### src/rtl/i2c_seg_ctrl.sv
// I2C write-frame decoder feeding a small register file (VALUE/CTRL/BLINK)
// and a registered 7-segment driver with hex/raw modes, decimal point and blink.
module i2c_seg_ctrl #(
    parameter int NUM_REGS   = 3,
    parameter int PRESCALE_W = 16
) (
    input  logic       clk,
    input  logic       rst_n,
    input  logic [7:0] data,
    input  logic       data_valid,
    input  logic       start,
    input  logic       stop,
    output logic [7:0] seg_o,
    output logic       busy_o
);

    typedef enum logic [1:0] {IDLE, PTR, DATA} state_t;

    localparam logic [7:0] NUM_REGS_B = 8'(NUM_REGS);

    state_t                  state_q, state_d;
    logic [7:0]              ptr_q, ptr_d;
    logic [7:0]              value_q, value_d;
    logic [7:0]              ctrl_q, ctrl_d;
    logic [7:0]              blink_q, blink_d;
    logic [PRESCALE_W-1:0]   prescale_q;
    logic [7:0]              blink_cnt_q;
    logic                    phase_q;
    logic [7:0]              seg_q, seg_d;
    logic                    busy_q;
    logic                    tick;
    logic [3:0]              nib;

    function automatic logic [6:0] hex7(input logic [3:0] n);
        case (n)
            4'h0: hex7 = 7'h3F;  4'h1: hex7 = 7'h06;  4'h2: hex7 = 7'h5B;  4'h3: hex7 = 7'h4F;
            4'h4: hex7 = 7'h66;  4'h5: hex7 = 7'h6D;  4'h6: hex7 = 7'h7D;  4'h7: hex7 = 7'h07;
            4'h8: hex7 = 7'h7F;  4'h9: hex7 = 7'h6F;  4'hA: hex7 = 7'h77;  4'hB: hex7 = 7'h7C;
            4'hC: hex7 = 7'h39;  4'hD: hex7 = 7'h5E;  4'hE: hex7 = 7'h79;  default: hex7 = 7'h71;
        endcase
    endfunction

    // Start overrides everything (including a coincident byte); stop closes the
    // frame only after any coincident byte has been handled in the current state.
    always_comb begin
        state_d = state_q;
        ptr_d   = ptr_q;
        value_d = value_q;
        ctrl_d  = ctrl_q;
        blink_d = blink_q;
        if (start) begin
            state_d = PTR;
        end else begin
            if (data_valid) begin
                case (state_q)
                    PTR: begin
                        ptr_d   = data;
                        state_d = DATA;
                    end
                    DATA: begin
                        if (ptr_q < NUM_REGS_B) begin
                            case (ptr_q)
                                8'd0:    value_d = data;
                                8'd1:    ctrl_d  = data;
                                default: blink_d = data;
                            endcase
                        end
                        ptr_d = ptr_q + 8'd1;
                    end
                    default: ;
                endcase
            end
            if (stop) begin
                state_d = IDLE;
            end
        end
    end

    assign tick = &prescale_q;
    assign nib  = ctrl_q[4] ? value_q[7:4] : value_q[3:0];

    always_comb begin
        seg_d = 8'h00;
        if (ctrl_q[3] && !(ctrl_q[1] && phase_q)) begin
            if (ctrl_q[0]) begin
                seg_d = {value_q[7] | ctrl_q[2], value_q[6:0]};
            end else begin
                seg_d = {ctrl_q[2], hex7(nib)};
            end
        end
    end

    always_ff @(posedge clk or negedge rst_n) begin
        if (!rst_n) begin
            state_q     <= IDLE;
            ptr_q       <= 8'h00;
            value_q     <= 8'h00;
            ctrl_q      <= 8'h08;
            blink_q     <= 8'h00;
            prescale_q  <= '0;
            blink_cnt_q <= 8'h00;
            phase_q     <= 1'b0;
            seg_q       <= 8'h00;
            busy_q      <= 1'b0;
        end else begin
            state_q    <= state_d;
            ptr_q      <= ptr_d;
            value_q    <= value_d;
            ctrl_q     <= ctrl_d;
            blink_q    <= blink_d;
            prescale_q <= prescale_q + 1'b1;
            if (tick) begin
                if (blink_cnt_q >= blink_q) begin
                    blink_cnt_q <= 8'h00;
                    phase_q     <= ~phase_q;
                end else begin
                    blink_cnt_q <= blink_cnt_q + 8'd1;
                end
            end
            seg_q  <= seg_d;
            busy_q <= (state_d != IDLE);
        end
    end

    assign seg_o  = seg_q;
    assign busy_o = busy_q;

endmodule

### config.mk
export PLATFORM = sky130hd
export DESIGN_NAME = i2c_seg_ctrl
export DESIGN_NICKNAME = d
export VERILOG_FILES = /design/src/rtl/i2c_seg_ctrl.sv
export SDC_FILE = /design/constraint.sdc
export NUM_CORES = 1
export LEC_CHECK = 0
export CORE_ASPECT_RATIO = 1.25
export CORE_MARGIN = 1.5
export CORE_UTILIZATION = 40
export CTS_CLUSTER_DIAMETER = 100
export DETAILED_ROUTE_END_ITERATION = 8
export HOLD_SLACK_MARGIN = 0.12
export PLACE_DENSITY = 0.66
export SETUP_SLACK_MARGIN = 0.2
export SLEW_MARGIN = 5
export SYNTH_ARGS = -nofsm -noshare
export SYNTH_HDL_FRONTEND = slang
export SYNTH_SLANG_ARGS = --single-unit
### constraint.sdc
create_clock -name clk -period 1.8 [get_ports clk]
set_input_delay 0.54 -clock clk [delete_from_list [all_inputs] [get_ports clk]]
set_output_delay 0.54 -clock clk [all_outputs]
set_load 0.01 [all_outputs]
==> impl_results.md <==
* Worst setup SP type: flop
* Setup_tns at -72.69 ps
* Number of global-route vias before repair at 2,797
* Full die area at 9316 um2
* Final setup margin at -29.53 ps
* Distinct cells, synth at 41
* Chip width at 86.63 um
* Finish-stage setup viols at 5
* GRT Total Usage at 17.88%
* Antenna cell count at 0
* Crit path cell chain: mux2i_4 > inv_2 > ha_2 > mux4_2 > nor2_2 > a21oi_1 > nor2_1
* WL per Instance at 14.65 um
* Remaining global-route overflow at 0
* First-pass GRT wire length at 12,830 um
* DP Cell Count at 491
* Tmin final at 1830 ps
* Fraction of layout cells with a size suffix above 1 at 34.57%
* Crit. End Element: flop
* Leak at 2.204 nW
* Area of the multi-input gates at 1948 um2
* Fmax at 546.6 MHz
* H-tree levels at 3
* Starting Density at 41.74%
* Height of the die at 107.5 um
* Initial antenna violation count at 0
* Root buffer cell: clkbuf_8
* Internal power at 2.495 mW
* Layout fillers at 735
* Period Utilization, post-route at 101.6%
* Worst IR Drop VDD at 0.3622 mV
* Class of the worst hold path: in2async
* Slew @ Worst Pin at 544.0 ps
* Power per Cell Area at 727.4 nW/um2
* Sw frac at 26.06%
* Clock sinks at 65
* First-pass iteration count of the detailed router at 6
* Final nets at 435
* Final core utilization at 55.37%
* Non-filler cells, final at 522
* Power Total at 3.375 mW
* CTS Buf Count at 9
* DRT Wirelength at 7648 um
* Slew Limit Headroom at 63.73%
* Routability congestion estimate from global placement at 0.8696
* Worst Clk Skew at 11.09 ps
* CP max-delay cell: mux4_2
* Vias per cell at 5.069
* Sequential Power Share at 46.2%
* Failing checks: negative setup slack
* Num ports at 22
* Total core area at 8379 um2
* Register area share after synthesis at 46.55%
* Final Instance Area at 4639 um2
* Final ANT Viol Nets at 0
* Max clock buf depth at 2
* Cts hold-fix bufs at 0
* Final Hold Violating Endpoints at 0
* Iter 0 DRT Violations at 121
* Worst skew pair latency at 350 ps
* Critical Path AT at 2110 ps
* HPWL after detailed placement at 5103 um
* Status: finished with violations
* CP Max Fanout at 3
* DR vias at 2,646
* Most common cell after layout, fill and taps aside: dfrtp_1
* Req. time, crit path at 2080 ps
* Core Rows at 37
* Pre-CTS WS at -365.7 ps
* Clk slew on worst S/H paths at 70 ps
* Clock share of power at 41.5%
* Placed Area at 4124 um2
* P&R area growth vs syn at 32.67%
* Most frequent cells in the layout: dfrtp_1, buf_4, nand2_1
* CP peak stage delay at 470 ps
* Setup repair after global routing missed its margin: yes
* DRC at 0
* Number of port buffers at 21
* Mapped Cells at 327
* Syn nets at 362
* #FFs+latches synth at 65
* Yosys warnings at 0
* Syn Area/Cell at 10.69 um2
* Max Slew Vio Count at 0
* Worst Path Buf+Inv at 1
* Comb pwr share at 12.2%
* Critical path class: reg2reg
* Switch Pwr at 879.4 uW
* Synth Cell Area at 3497 um2
* CTS tree: built
* Hold_ws at 196.4 ps
* Register Area at 1630 um2
* Top delay family on crit path: multiplexers
* Maxcap violations at 0
* Largest net degree at the start of global routing at 66
-- worst register-to-register path, delay by kind of cell (launching register included) --
kind                       cells  cell delay (ps)
adders and majority gates      1              190
DFF                            1              450
and+or+nand+nor                2              210
AOI/OAI and AO/OA              1               50
buffers and inverters          1               80
muxes                          2              780
-- cells by family (layout without fill, tap and decap cells) --
kind of cell | count (synthesis) | in the layout | synth area share (%)
AND/OR/NAND/NOR | 96 | 96 | 14.88
AO/OA/AOI/OAI | 66 | 66 | 10.88
flip-flops | 65 | 65 | 46.55
multiplexers | 32 | 32 | 12.70
buffers and inverters | 31 | 109 | 3.363
adder cells (fa/ha/maj) | 22 | 22 | 7.871
XOR/XNOR | 15 | 15 | 3.757
-- power groups by stage --
stage | Clock [mW] | Sequential, mW | Combinational (mW)
finish | 1.40 | 1.56 | 0.412
global route | 1.50 | 1.57 | 0.459
CTS | 1.44 | 1.56 | 0.413
detailed placement | 0 | 1.59 | 0.393
global placement | 0 | 1.59 | 0.385
floorplan | 0 | 1.59 | 0.197
-- final cells by class --
cell class,instances,share of cell area (%)
Clock buffer,9,2.670
Clock inverter,7,2.157
Inverter,24,1.942
Multi-Input combinational cell,231,41.99
Sequential cell,65,35.14
Tap cell,117,3.155
Timing Repair Buffer,69,12.94
-- path summary, 6_finish.rpt --
path                               startpoint       endpoint  slack (ps)  cells after the start
max in group asynchronous               rst_n      ctrl_q[3]        1290                      2
min in group clk                prescale_q[7]  prescale_q[7]         480                      1
worst max register to register      ctrl_q[4]       seg_o[3]         -30                      7
worst min register to register  prescale_q[7]  prescale_q[7]         480                      1
worst max-delay path                ctrl_q[4]       seg_o[3]         -30                      7
worst min-delay path                    rst_n       seg_o[0]         200                      2
-- cell usage after synthesis --
master,number,area [um2]
a2111oi_0,1,8.760
a211oi_1,4,30.03
a21oi_1,27,135.1
a22o_1,1,8.760
a311oi_1,1,8.760
a31oi_1,1,6.260
a41oi_2,1,16.27
and2_1,1,6.260
and3_1,2,12.51
buf_2,1,5.000
clkbuf_1,6,22.52
dfrtp_1,64,1602
dfstp_2,1,26.28
ha_1,22,275.3
inv_1,24,90.09
mux2_2,2,22.52
mux2_4,21,315.3
mux2i_1,7,70.07
mux2i_2,1,13.76
mux4_2,1,22.52
nand2_1,26,97.59
nand2_4,1,11.26
nand2_8,2,40.04
nand2b_1,3,18.77
nand3_1,16,80.08
nand4_1,8,50.05
nand4b_4,1,23.77
nor2_1,24,90.09
nor2_8,1,20.02
nor2b_1,3,18.77
nor3_1,3,15.01
o21ai_0,19,95.09
o21ai_1,1,5.000
o21bai_1,1,7.510
o22ai_1,8,50.05
o32ai_1,1,8.760
or2_2,2,12.51
or3_1,2,12.51
or4_4,1,11.26
xnor2_1,8,70.07
xor2_1,7,61.31
-- sequential cells by signal, indices dropped and copies added (netlist names) --
signal,cells
busy_o,1
ptr_q,8
seg_o,8
phase_q,1
blink_cnt_q,8
blink_q,8
ctrl_q,5
state_q,2
value_q,8
prescale_q,16
-- routing by layer --
layer	GRT usage, %	share of wire [%]
met3	2.761	2.8
met2	29.80	51
met1	20.94	42
met5	0	0
met4	12.21	4.0
-- repair_timing --
item	4_1_cts	5_1_grt
gates cloned	0	1
setup buffers	8	6
pin swaps	11	10
resized for setup	42	21
endpoints found under the setup margin	46	39
(Power assumes the default switching activity.)
==> edit (same flow settings) <==
The parameter `PRESCALE_W` goes from 16 to 12.
--- a/src/rtl/i2c_seg_ctrl.sv
+++ b/src/rtl/i2c_seg_ctrl.sv
@@ -2,7 +2,7 @@
 // and a registered 7-segment driver with hex/raw modes, decimal point and blink.
 module i2c_seg_ctrl #(
     parameter int NUM_REGS   = 3,
-    parameter int PRESCALE_W = 16
+    parameter int PRESCALE_W = 12
 ) (
     input  logic       clk,
     input  logic       rst_n,
Check against the original RTL: same outputs for any inputs over 4 cycles, from zero or initial values and one cycle with rst_n low; that may be too few to reach the edited logic, so the function may still have changed.
==> edit against the unedited design <==
  * The run still ends with setup timing left
  * Sequential share of layout area fell by 0.51 points
  * Total power fell by 12%
  * Wire length fell by 2.3%
  * Setup slack got worse by 0.044 ns
  * Synthesized area fell by 8.1%
  * Sequential cell count fell by 4
  * Cell area fell by 4.7%
  * Count of clock-buffer cells in the layout rose by 5
  * Largest cell class unchanged
==> edit: results (changes against the unedited design) <==
place:
  place_ws_ns: -0.414  # was -0.366 ns
  placed_cells: 431  # was 491
cells_and_area:
  largest_reg_flops: 12  # was 16
  layout.cells.non_filler: 466  # was 522
  final_layout_size_suffix_gt1_share_pct: 38.0  # was 34.6%
  final_area_um2: 4420  # was 4640 µm²
  nNetsFinal: 401  # was 435
  fillers: 641  # was 735
sta:
  fin_tns_setup_ns: -0.102  # was -0.0727 ns
  setup_slack_ns: -0.0731  # was -0.0295 ns
  worstMarginPinSlew_ns: 0.637  # was 0.544 ns
  setup_viol: 3  # was 5
  hold_slack_ns: 0.200  # was 0.196 ns
  clock_skew_ns: 0.00859  # was 0.0111 ns
global_route:
  grt_max_degree: 62  # was 66
  grt_use_met3_pct: 4.84  # was 2.76%
  met1_usage_pct: 21.6  # was 20.9%
  grt_util_all_layers_pct: 18.3  # was 17.9%
  grt_pass1_wl_um: 12100  # was 12800 µm
  use_met2_pct: 30.3  # was 29.8%
logic_synthesis:
  syn-num-nets: 333  # was 362
  synth_area_per_cell_um2: 10.8  # was 10.7 µm²
  synthTopCellsByCount: "dfrtp_1 (60), ha_1 (22), mux2_2 (22)"  # was dfrtp_1 (64), a21oi_1 (27), nand2_1 (26)
  synth_top_cells_by_area: "dfrtp_1 (47%), ha_1 (8.6%), mux2_2 (7.7%)"  # was dfrtp_1 (46%), mux2_4 (9.0%), ha_1 (7.9%)
  netlist-cell-type-count: 47  # was 41
  ys_seq_area_share_pct: 47.5  # was 46.5%
worst_setup_path:
  r2r_end: "seg_o[5]$_DFF_PN0_"  # was seg_o[3]$_DFF_PN0_
  r2r_cells: 9  # was 7
pwr:
  irDropWorstVdd_uv: 353  # was 362 µV
route:
  drt_wl_total_um: 7470  # was 7650 µm
  drt_first_pass_iters: 4  # was 6
  vias: 2502  # was 2646
  drtIter0Drc: 148  # was 121
status:
  failed_checks: "setup timing"  # unchanged
  status: "finished, violations left"  # unchanged
[edit: changes by cell type in the layout (fill, tap and decap cells not counted), moves of 5 or more]
| cell | before | now |
|---|---|---|
| a22o_1 | 1 | 6 |
| and3_1 | 2 | 9 |
| mux2_2 | 1 | 21 |
| nand4_1 | 8 | 1 |
| nand2_1 | 25 | 14 |
| nor2_1 | 18 | 11 |
| mux2_4 | 22 | 2 |
| ha_4 | 2 | 8 |
| dfrtp_1 | 62 | 57 |
| buf_4 | 38 | 29 |
| inv_1 | 20 | 13 |
[edit: power by group]
| group | switching (µW) | internal, µW | total [µW] |
|---|---|---|---|
| Sequential | 75.2 | 1430 | 1500 |
| Clock | 511 | 572 | 1080 |
| Combinational | 192 | 175 | 367 |
[edit: cells by family (layout without fill, tap and decap cells)]
family	count (synthesis)	in the layout	synth area share [%]
compound gates	60	60	11.4
mux	33	33	11.8
simple gates	88	88	14.6
fa+ha+maj	22	22	8.56
xor+xnor	11	11	3.00
flops	61	61	47.5
buf+inv	23	96	3.07
[edit: what timing repair did]
| action | in CTS | in global routing |
|---|---|---|
| pin swaps | 31 | 23 |
| buffers inserted | 14 | 5 |
| resized for setup | 55 | 32 |
| endpoints found under the setup margin | 46 | 37 |
[edit: critical path, stage by stage, from the launching register on]
cell     delay, ns
dfrtp_2       0.49
buf_6         0.15
buf_12        0.11
mux2i_4       0.20
buf_6         0.17
buf_12        0.13
buf_6         0.11
a31oi_1       0.11
o21ai_1       0.10
a21oi_1       0.21
[edit: final cells by class]
class	count	share of cell area, %
sequential	61	34.6
timing repair buffer	64	13.6
clock inverter	2	0.226
multi-input combinational	214	43.8
tap	95	2.69
inverter	16	1.36
clock buffer	14	3.68
[edit: metal layers]
metal | up-vias | share of wire (%)
li1 | 1203 | -
met1 | 1226 | 43
met2 | 51 | 50
met3 | 22 | 3.3
met4 | 0 | 4.0
met5 | - | 0
[edit: how the worst max path moves through the flow]
stage                                     start                endpoint  slack, ns  cells after the start
after floorplan            ptr_q[0]$_DFFE_PN0P_  blink_q[0]$_DFFE_PN0P_       0.16                      5
after global placement                    start  blink_q[0]$_DFFE_PN0P_      -0.40                      5
after detailed placement                  start  blink_q[0]$_DFFE_PN0P_      -0.41                      5
after CTS                  ptr_q[0]$_DFFE_PN0P_  blink_q[0]$_DFFE_PN0P_      -0.04                      5
after global routing      ctrl_q[4]$_DFFE_PN0P_      seg_o[5]$_DFF_PN0_      -0.12                      9
final                     ctrl_q[4]$_DFFE_PN0P_      seg_o[5]$_DFF_PN0_      -0.07                      9
